===== src/rtl/axi4lite_req_master.sv =====
// Single-outstanding AXI4-Lite manager that turns client requests into AXI transactions.
// Optional statistics counters: define AXI4LITE_REQ_MASTER_STATS_EN.
`ifndef AXI4_ADDR_BITS
`define AXI4_ADDR_BITS 32
`endif
`ifndef AXI4_DATA_BITS
`define AXI4_DATA_BITS 64
`endif
`ifndef AXI4_STRB_BITS
`define AXI4_STRB_BITS 8
`endif
`ifndef AXI4_RESP_BITS
`define AXI4_RESP_BITS 2
`endif

module axi4lite_req_master (
    input  logic                       clk,
    input  logic                       rstn,
    input  logic                       req_valid,
    output logic                       req_ready,
    input  logic                       req_write,
    input  logic [`AXI4_ADDR_BITS-1:0] req_addr,
    input  logic [`AXI4_DATA_BITS-1:0] req_wdata,
    input  logic [`AXI4_STRB_BITS-1:0] req_wstrb,
    output logic                       rsp_valid,
    input  logic                       rsp_ready,
    output logic                       rsp_write,
    output logic [`AXI4_DATA_BITS-1:0] rsp_rdata,
    output logic [`AXI4_RESP_BITS-1:0] rsp_resp,
    output logic                       m_axi4lite_aw_valid,
    input  logic                       m_axi4lite_aw_ready,
    output logic [`AXI4_ADDR_BITS-1:0] m_axi4lite_aw_addr,
    output logic [2:0]                 m_axi4lite_aw_prot,
    output logic                       m_axi4lite_w_valid,
    input  logic                       m_axi4lite_w_ready,
    output logic [`AXI4_DATA_BITS-1:0] m_axi4lite_w_data,
    output logic [`AXI4_STRB_BITS-1:0] m_axi4lite_w_strb,
    input  logic                       m_axi4lite_b_valid,
    output logic                       m_axi4lite_b_ready,
    input  logic [`AXI4_RESP_BITS-1:0] m_axi4lite_b_resp,
    output logic                       m_axi4lite_ar_valid,
    input  logic                       m_axi4lite_ar_ready,
    output logic [`AXI4_ADDR_BITS-1:0] m_axi4lite_ar_addr,
    output logic [2:0]                 m_axi4lite_ar_prot,
    input  logic                       m_axi4lite_r_valid,
    output logic                       m_axi4lite_r_ready,
    input  logic [`AXI4_DATA_BITS-1:0] m_axi4lite_r_data,
    input  logic [`AXI4_RESP_BITS-1:0] m_axi4lite_r_resp
`ifdef AXI4LITE_REQ_MASTER_STATS_EN
    ,
    output logic [15:0]                stat_rd_cnt,
    output logic [15:0]                stat_wr_cnt,
    output logic [15:0]                stat_err_cnt
`endif
);

    localparam int unsigned ADDR_W = `AXI4_ADDR_BITS;
    localparam int unsigned DATA_W = `AXI4_DATA_BITS;
    localparam int unsigned STRB_W = `AXI4_STRB_BITS;
    localparam int unsigned RESP_W = `AXI4_RESP_BITS;

    typedef enum logic [2:0] {IDLE, WRITE, WRESP, READ, RRESP, DONE} state_t;

    state_t              state_q, state_d;
    logic                req_ready_q, req_ready_d;
    logic                aw_valid_q, aw_valid_d, w_valid_q, w_valid_d;
    logic                aw_done_q, aw_done_d, w_done_q, w_done_d;
    logic                ar_valid_q, ar_valid_d;
    logic                b_ready_q, b_ready_d, r_ready_q, r_ready_d;
    logic                rsp_valid_q, rsp_valid_d, rsp_write_q, rsp_write_d;
    logic [DATA_W-1:0]   rsp_rdata_q, rsp_rdata_d;
    logic [RESP_W-1:0]   rsp_resp_q, rsp_resp_d;
    logic [ADDR_W-1:0]   addr_q, addr_d;
    logic [DATA_W-1:0]   wdata_q, wdata_d;
    logic [STRB_W-1:0]   wstrb_q, wstrb_d;
    logic                write_q, write_d;

    logic aw_fire, w_fire, b_fire, ar_fire, r_fire, rsp_fire;

    assign aw_fire  = aw_valid_q & m_axi4lite_aw_ready;
    assign w_fire   = w_valid_q & m_axi4lite_w_ready;
    assign b_fire   = b_ready_q & m_axi4lite_b_valid;
    assign ar_fire  = ar_valid_q & m_axi4lite_ar_ready;
    assign r_fire   = r_ready_q & m_axi4lite_r_valid;
    assign rsp_fire = rsp_valid_q & rsp_ready;

    // Next-state and registered-output computation
    always_comb begin
        state_d     = state_q;
        req_ready_d = req_ready_q;
        aw_valid_d  = aw_valid_q;
        w_valid_d   = w_valid_q;
        aw_done_d   = aw_done_q;
        w_done_d    = w_done_q;
        ar_valid_d  = ar_valid_q;
        b_ready_d   = b_ready_q;
        r_ready_d   = r_ready_q;
        rsp_valid_d = rsp_valid_q;
        rsp_write_d = rsp_write_q;
        rsp_rdata_d = rsp_rdata_q;
        rsp_resp_d  = rsp_resp_q;
        addr_d      = addr_q;
        wdata_d     = wdata_q;
        wstrb_d     = wstrb_q;
        write_d     = write_q;
        case (state_q)
            IDLE: begin
                if (req_valid && req_ready_q) begin
                    addr_d      = req_addr;
                    wdata_d     = req_wdata;
                    wstrb_d     = req_wstrb;
                    write_d     = req_write;
                    req_ready_d = 1'b0;
                    if (req_write) begin
                        state_d    = WRITE;
                        aw_valid_d = 1'b1;
                        w_valid_d  = 1'b1;
                    end else begin
                        state_d    = READ;
                        ar_valid_d = 1'b1;
                    end
                end
            end
            // AW and W may be accepted in either order or together
            WRITE: begin
                if (aw_fire) begin
                    aw_valid_d = 1'b0;
                    aw_done_d  = 1'b1;
                end
                if (w_fire) begin
                    w_valid_d = 1'b0;
                    w_done_d  = 1'b1;
                end
                if ((aw_done_q || aw_fire) && (w_done_q || w_fire)) begin
                    state_d   = WRESP;
                    aw_done_d = 1'b0;
                    w_done_d  = 1'b0;
                    b_ready_d = 1'b1;
                end
            end
            WRESP: begin
                if (b_fire) begin
                    state_d     = DONE;
                    b_ready_d   = 1'b0;
                    rsp_valid_d = 1'b1;
                    rsp_write_d = 1'b1;
                    rsp_rdata_d = '0;
                    rsp_resp_d  = m_axi4lite_b_resp;
                end
            end
            READ: begin
                if (ar_fire) begin
                    state_d    = RRESP;
                    ar_valid_d = 1'b0;
                    r_ready_d  = 1'b1;
                end
            end
            RRESP: begin
                if (r_fire) begin
                    state_d     = DONE;
                    r_ready_d   = 1'b0;
                    rsp_valid_d = 1'b1;
                    rsp_write_d = 1'b0;
                    rsp_rdata_d = m_axi4lite_r_data;
                    rsp_resp_d  = m_axi4lite_r_resp;
                end
            end
            DONE: begin
                if (rsp_fire) begin
                    state_d     = IDLE;
                    rsp_valid_d = 1'b0;
                    req_ready_d = 1'b1;
                end
            end
            default: begin
                state_d     = IDLE;
                req_ready_d = 1'b1;
                aw_valid_d  = 1'b0;
                w_valid_d   = 1'b0;
                ar_valid_d  = 1'b0;
                b_ready_d   = 1'b0;
                r_ready_d   = 1'b0;
                rsp_valid_d = 1'b0;
            end
        endcase
    end

    always_ff @(posedge clk) begin
        if (!rstn) begin
            state_q     <= IDLE;
            req_ready_q <= 1'b1;
            aw_valid_q  <= 1'b0;
            w_valid_q   <= 1'b0;
            aw_done_q   <= 1'b0;
            w_done_q    <= 1'b0;
            ar_valid_q  <= 1'b0;
            b_ready_q   <= 1'b0;
            r_ready_q   <= 1'b0;
            rsp_valid_q <= 1'b0;
            rsp_write_q <= 1'b0;
            rsp_rdata_q <= '0;
            rsp_resp_q  <= '0;
            addr_q      <= '0;
            wdata_q     <= '0;
            wstrb_q     <= '0;
            write_q     <= 1'b0;
        end else begin
            state_q     <= state_d;
            req_ready_q <= req_ready_d;
            aw_valid_q  <= aw_valid_d;
            w_valid_q   <= w_valid_d;
            aw_done_q   <= aw_done_d;
            w_done_q    <= w_done_d;
            ar_valid_q  <= ar_valid_d;
            b_ready_q   <= b_ready_d;
            r_ready_q   <= r_ready_d;
            rsp_valid_q <= rsp_valid_d;
            rsp_write_q <= rsp_write_d;
            rsp_rdata_q <= rsp_rdata_d;
            rsp_resp_q  <= rsp_resp_d;
            addr_q      <= addr_d;
            wdata_q     <= wdata_d;
            wstrb_q     <= wstrb_d;
            write_q     <= write_d;
        end
    end

    assign req_ready           = req_ready_q;
    assign rsp_valid           = rsp_valid_q;
    assign rsp_write           = rsp_write_q;
    assign rsp_rdata           = rsp_rdata_q;
    assign rsp_resp            = rsp_resp_q;
    assign m_axi4lite_aw_valid = aw_valid_q;
    assign m_axi4lite_aw_addr  = addr_q;
    assign m_axi4lite_aw_prot  = 3'b000;
    assign m_axi4lite_w_valid  = w_valid_q;
    assign m_axi4lite_w_data   = wdata_q;
    assign m_axi4lite_w_strb   = wstrb_q;
    assign m_axi4lite_b_ready  = b_ready_q;
    assign m_axi4lite_ar_valid = ar_valid_q;
    assign m_axi4lite_ar_addr  = addr_q;
    assign m_axi4lite_ar_prot  = 3'b000;
    assign m_axi4lite_r_ready  = r_ready_q;

`ifdef AXI4LITE_REQ_MASTER_STATS_EN
    logic [15:0] stat_rd_cnt_q, stat_rd_cnt_d;
    logic [15:0] stat_wr_cnt_q, stat_wr_cnt_d;
    logic [15:0] stat_err_cnt_q, stat_err_cnt_d;

    // Saturating counters, bumped when the client accepts a response
    always_comb begin
        stat_rd_cnt_d  = stat_rd_cnt_q;
        stat_wr_cnt_d  = stat_wr_cnt_q;
        stat_err_cnt_d = stat_err_cnt_q;
        if (rsp_fire) begin
            if (!rsp_write_q && stat_rd_cnt_q != 16'hFFFF)
                stat_rd_cnt_d = stat_rd_cnt_q + 16'd1;
            if (rsp_write_q && stat_wr_cnt_q != 16'hFFFF)
                stat_wr_cnt_d = stat_wr_cnt_q + 16'd1;
            if (rsp_resp_q != '0 && stat_err_cnt_q != 16'hFFFF)
                stat_err_cnt_d = stat_err_cnt_q + 16'd1;
        end
    end

    always_ff @(posedge clk) begin
        if (!rstn) begin
            stat_rd_cnt_q  <= '0;
            stat_wr_cnt_q  <= '0;
            stat_err_cnt_q <= '0;
        end else begin
            stat_rd_cnt_q  <= stat_rd_cnt_d;
            stat_wr_cnt_q  <= stat_wr_cnt_d;
            stat_err_cnt_q <= stat_err_cnt_d;
        end
    end

    assign stat_rd_cnt  = stat_rd_cnt_q;
    assign stat_wr_cnt  = stat_wr_cnt_q;
    assign stat_err_cnt = stat_err_cnt_q;
`endif

endmodule


===== config.mk =====
export PLATFORM = sky130hd
export DESIGN_NAME = axi4lite_req_master
export DESIGN_NICKNAME = d
export VERILOG_FILES = /design/src/rtl/axi4lite_req_master.sv
export SDC_FILE = /design/constraint.sdc
export NUM_CORES = 1
export LEC_CHECK = 0
export CAP_MARGIN = 20
export CORE_AREA = 2 2 154 156
export CTS_CLUSTER_DIAMETER = 120
export DETAILED_ROUTE_END_ITERATION = 10
export DIE_AREA = 0 0 156 158
export MAX_ROUTING_LAYER = met4
export PLACE_DENSITY = 0.68
export SLEW_MARGIN = 5
export SYNTH_ARGS = -nofsm -noshare
export SYNTH_HDL_FRONTEND = slang
export SYNTH_SLANG_ARGS = --single-unit

===== constraint.sdc =====
create_clock -name clk -period 1.45 [get_ports clk]
set_input_delay 0.29 -clock clk [delete_from_list [all_inputs] [get_ports clk]]
set_output_delay 0.29 -clock clk [all_outputs]
set_load 0.005 [all_outputs]

==> impl_metrics.toml <==
[outcome]
status = "finished with violations"
violations = "setup timing"

[routing]
drtIter0Drc = 414
drc_errors = 0
wl_per_cell_um = 18.0
wl_met2_um = 14300
wl_met3_um = 1430
ant_nets = 0
wl_met1_um = 11100
viasPerCell = 4.76
drt-total-wl_um = 27700
via_count = 7328
dr.pass1.iters = 4
routed.top_layer = "met4"

[synthesis]
synthFlopType = "dfxtp_1"
avgSynthCellArea_um2 = 8.48
yosys_warnings = 0
syn-instance-count = 809
ys_ff_latch = 183
yosysSeqAreaShare = 0.534
synth_edf_count = 0
async_reset_ff_frac = 0
netlist_area_mm2 = 0.00686
ys_types = 40

[finish]
antenna_cells = 0
multi_input_area_mm2 = 0.00302
drive_gt1_frac = 0.232
nets = 1417
fill_cells = 2068
syn2layout_area_growth_pct = 87.9
seqCellArea_mm2 = 0.00376
finalNonFillerCells = 1538
fin_util = 0.559

[pwr]
vdd_drop_max_mv = 0.814
pwr_density_cell_mw_per_mm2 = 1320
power.total_uw = 17000
cellLeakagePower_uw = 0.00569

[die]
core_region_area_mm2 = 0.0231
std_cell_rows = 56
ios = 398
dieWidth_um = 156
fp.dieH_um = 158
start_util = 0.298
dieArea_mm2 = 0.0246

[sta]
min_period_over_period = 1.07
slew_violations = 0
fin_ws_ns = -0.0984
finClkSkew_ns = 0.0172
max_freq_ghz = 0.646
fin_crit_ns = 1.55
setup_viol = 107
grt_setup_unrepaired = "yes"
hold_viol = 0

[worst_setup_path]
end_kind = "register"
cpMaxStageDelayCell = "dfxtp_2"
cp.required_ns = 1.80
startpoint_type = "register"
cpPeakStageDelay_ns = 0.34
cp_max_fo = 7
path_buf_inv = 3
crit_path_cell_trace = "buf_6, nor3b_4, and3_4, buf_8, buf_16, a22oi_2, nor2_1"
cp_top_family = "simple AND/OR/NAND/NOR gates"
critPathArrivalTime_ns = 1.90
worstSetupPathType = "register to register"

[global_route]
grt_use_total = 0.205
grt_max_degree = 75
grt_first_pass_wirelength_um = 38100
overflow = 0
antenna_found_initial = 0
grt_pass1_vias = 6828

[min_path]
hold_path_class = "input port to register"

[clock_tree]
htree_levels = 4
cts.sinks = 183
cts_tree = "built"
cts-root-buf = "clkbuf_16"
clock_path_buffers = 2
cts_buffers = 17
clock_latency_ns = 0.43
clk_pin_slew_ns = 0.08

[placed_design]
io_buffers = 391
placed_cells = 1452
hpwl_um = 17900
gp_routability_congestion = 0.833
dp_slack_ns = -0.378

[run]
maxCapViolCount = 0
[registers in the layout, summed over array words and instances, names as in the netlist, 2 cells and up]
name and cells:
m_axi4lite_w_strb 8, m_axi4lite_ar_addr 32, rsp_resp 2, rsp_rdata 64, m_axi4lite_w_data 64, state_q 3
[worst reg2reg max path, cell delays in order, from the launching register on]
cell and delay, ns:
dfxtp_2 0.34, buf_6 0.13, nor3b_4 0.19, and3_4 0.29
buf_8 0.17, buf_16 0.15, a22oi_2 0.08, nor2_1 0.11
[power by group]
part	internal (µW)	switching (µW)	total (µW)
Clock	2340	2260	4590
Sequential	5720	379	6100
Combinational	3420	2930	6350
[metal layers]
metal / vias to the layer above / GRT usage
met5: - / -
met4: 0 / 0.0751
met3: 53 / 0.0405
met2: 263 / 0.356
met1: 3472 / 0.236
li1: 3540 / -
[layout make-up]
class,count,area share
clock inverter,13,0.0101
sequential,183,0.292
timing repair buffer,501,0.400
multi-input combinational,528,0.234
inverter,4,0.00136
clock buffer,19,0.0344
tap,290,0.0282
[synth_stat cells, drive strengths merged (2+ instances only)]
library cell | number | area share
and4b | 2 | 0.0029
nor2 | 69 | 0.038
dfxtp | 183 | 0.53
a21boi | 3 | 0.0033
clkbuf | 31 | 0.017
a31oi | 2 | 0.0018
or2 | 2 | 0.0018
and3 | 4 | 0.0036
a22oi | 64 | 0.070
nor4 | 2 | 0.0018
a21o | 3 | 0.0033
a21oi | 115 | 0.084
mux2i | 3 | 0.0044
inv | 3 | 0.0016
nor3b | 3 | 0.0040
nand2 | 218 | 0.12
nand3 | 4 | 0.0029
nand2b | 2 | 0.0018
buf | 69 | 0.076
o211a | 3 | 0.0044
o21ai | 9 | 0.0071
[worst paths after layout]
check             cells after the start                      to  slack (ns)            startpoint
setup / recovery                      7           rsp_rdata[38]        -0.1            state_q[1]
hold reg to reg                       2    m_axi4lite_w_data[7]        0.45  m_axi4lite_w_data[7]
setup reg to reg                      7           rsp_rdata[38]        -0.1            state_q[1]
hold / removal                        3  m_axi4lite_ar_addr[30]        0.40          req_addr[30]
[repair_timing]
item | 4_1_cts | 5_1_grt
gates cloned | 9 | 13
setup buffers | 29 | 8
pin swaps | 9 | 36
endpoints found under the setup margin | 361 | 183
hold buffers | 0 | 0
resized for setup | 368 | 62
[metrics by stage]
stage	hold WS (ns)	setup TNS, ns	area, µm²
after detailed placement	0.445	-37.19	11200
after CTS	0.369	-4.91	12400
after floorplan	0.426	0	6880
after global routing	0.388	-11.24	12900
final	0.396	-3.28	12900
after global placement	0.439	-35.31	11200
[kinds of logic (layout without fill, tap and decap cells)]
| family | count (synthesis) | count (layout) | synth area share |
|---|---|---|---|
| other | 1 | 6 | 0.000547 |
| AO/OA/AOI/OAI | 208 | 208 | 0.185 |
| flip-flops | 183 | 183 | 0.534 |
| AND/OR/NAND/NOR | 310 | 311 | 0.181 |
| multiplexers | 3 | 3 | 0.00438 |
| buffers and inverters | 104 | 537 | 0.0952 |
[cells in the final DEF (no fill, tap or decap), types with 3 or more instances in the layout]
| cell | count |
|---|---|
| a21o_1 | 3 |
| nor2_1 | 69 |
| buf_4 | 56 |
| dfxtp_1 | 121 |
| clkbuf_16 | 28 |
| buf_8 | 8 |
| a21oi_2 | 14 |
| dlygate4sd2_1 | 189 |
| dfxtp_4 | 8 |
| o21ai_0 | 5 |
| o211a_1 | 3 |
| buf_16 | 6 |
| clkdlybuf4s50_1 | 181 |
| conb_1 | 6 |
| nand2_1 | 216 |
| a22oi_2 | 55 |
| buf_12 | 21 |
| buf_6 | 7 |
| mux2i_1 | 3 |
| clkdlybuf4s15_1 | 20 |
| inv_6 | 6 |
| dfxtp_2 | 54 |
| o21ai_1 | 3 |
| a22oi_1 | 9 |
| nand3_4 | 3 |
| a21oi_1 | 101 |
| a21boi_0 | 3 |
No activity file was read; power rests on OpenSTA's default activity.
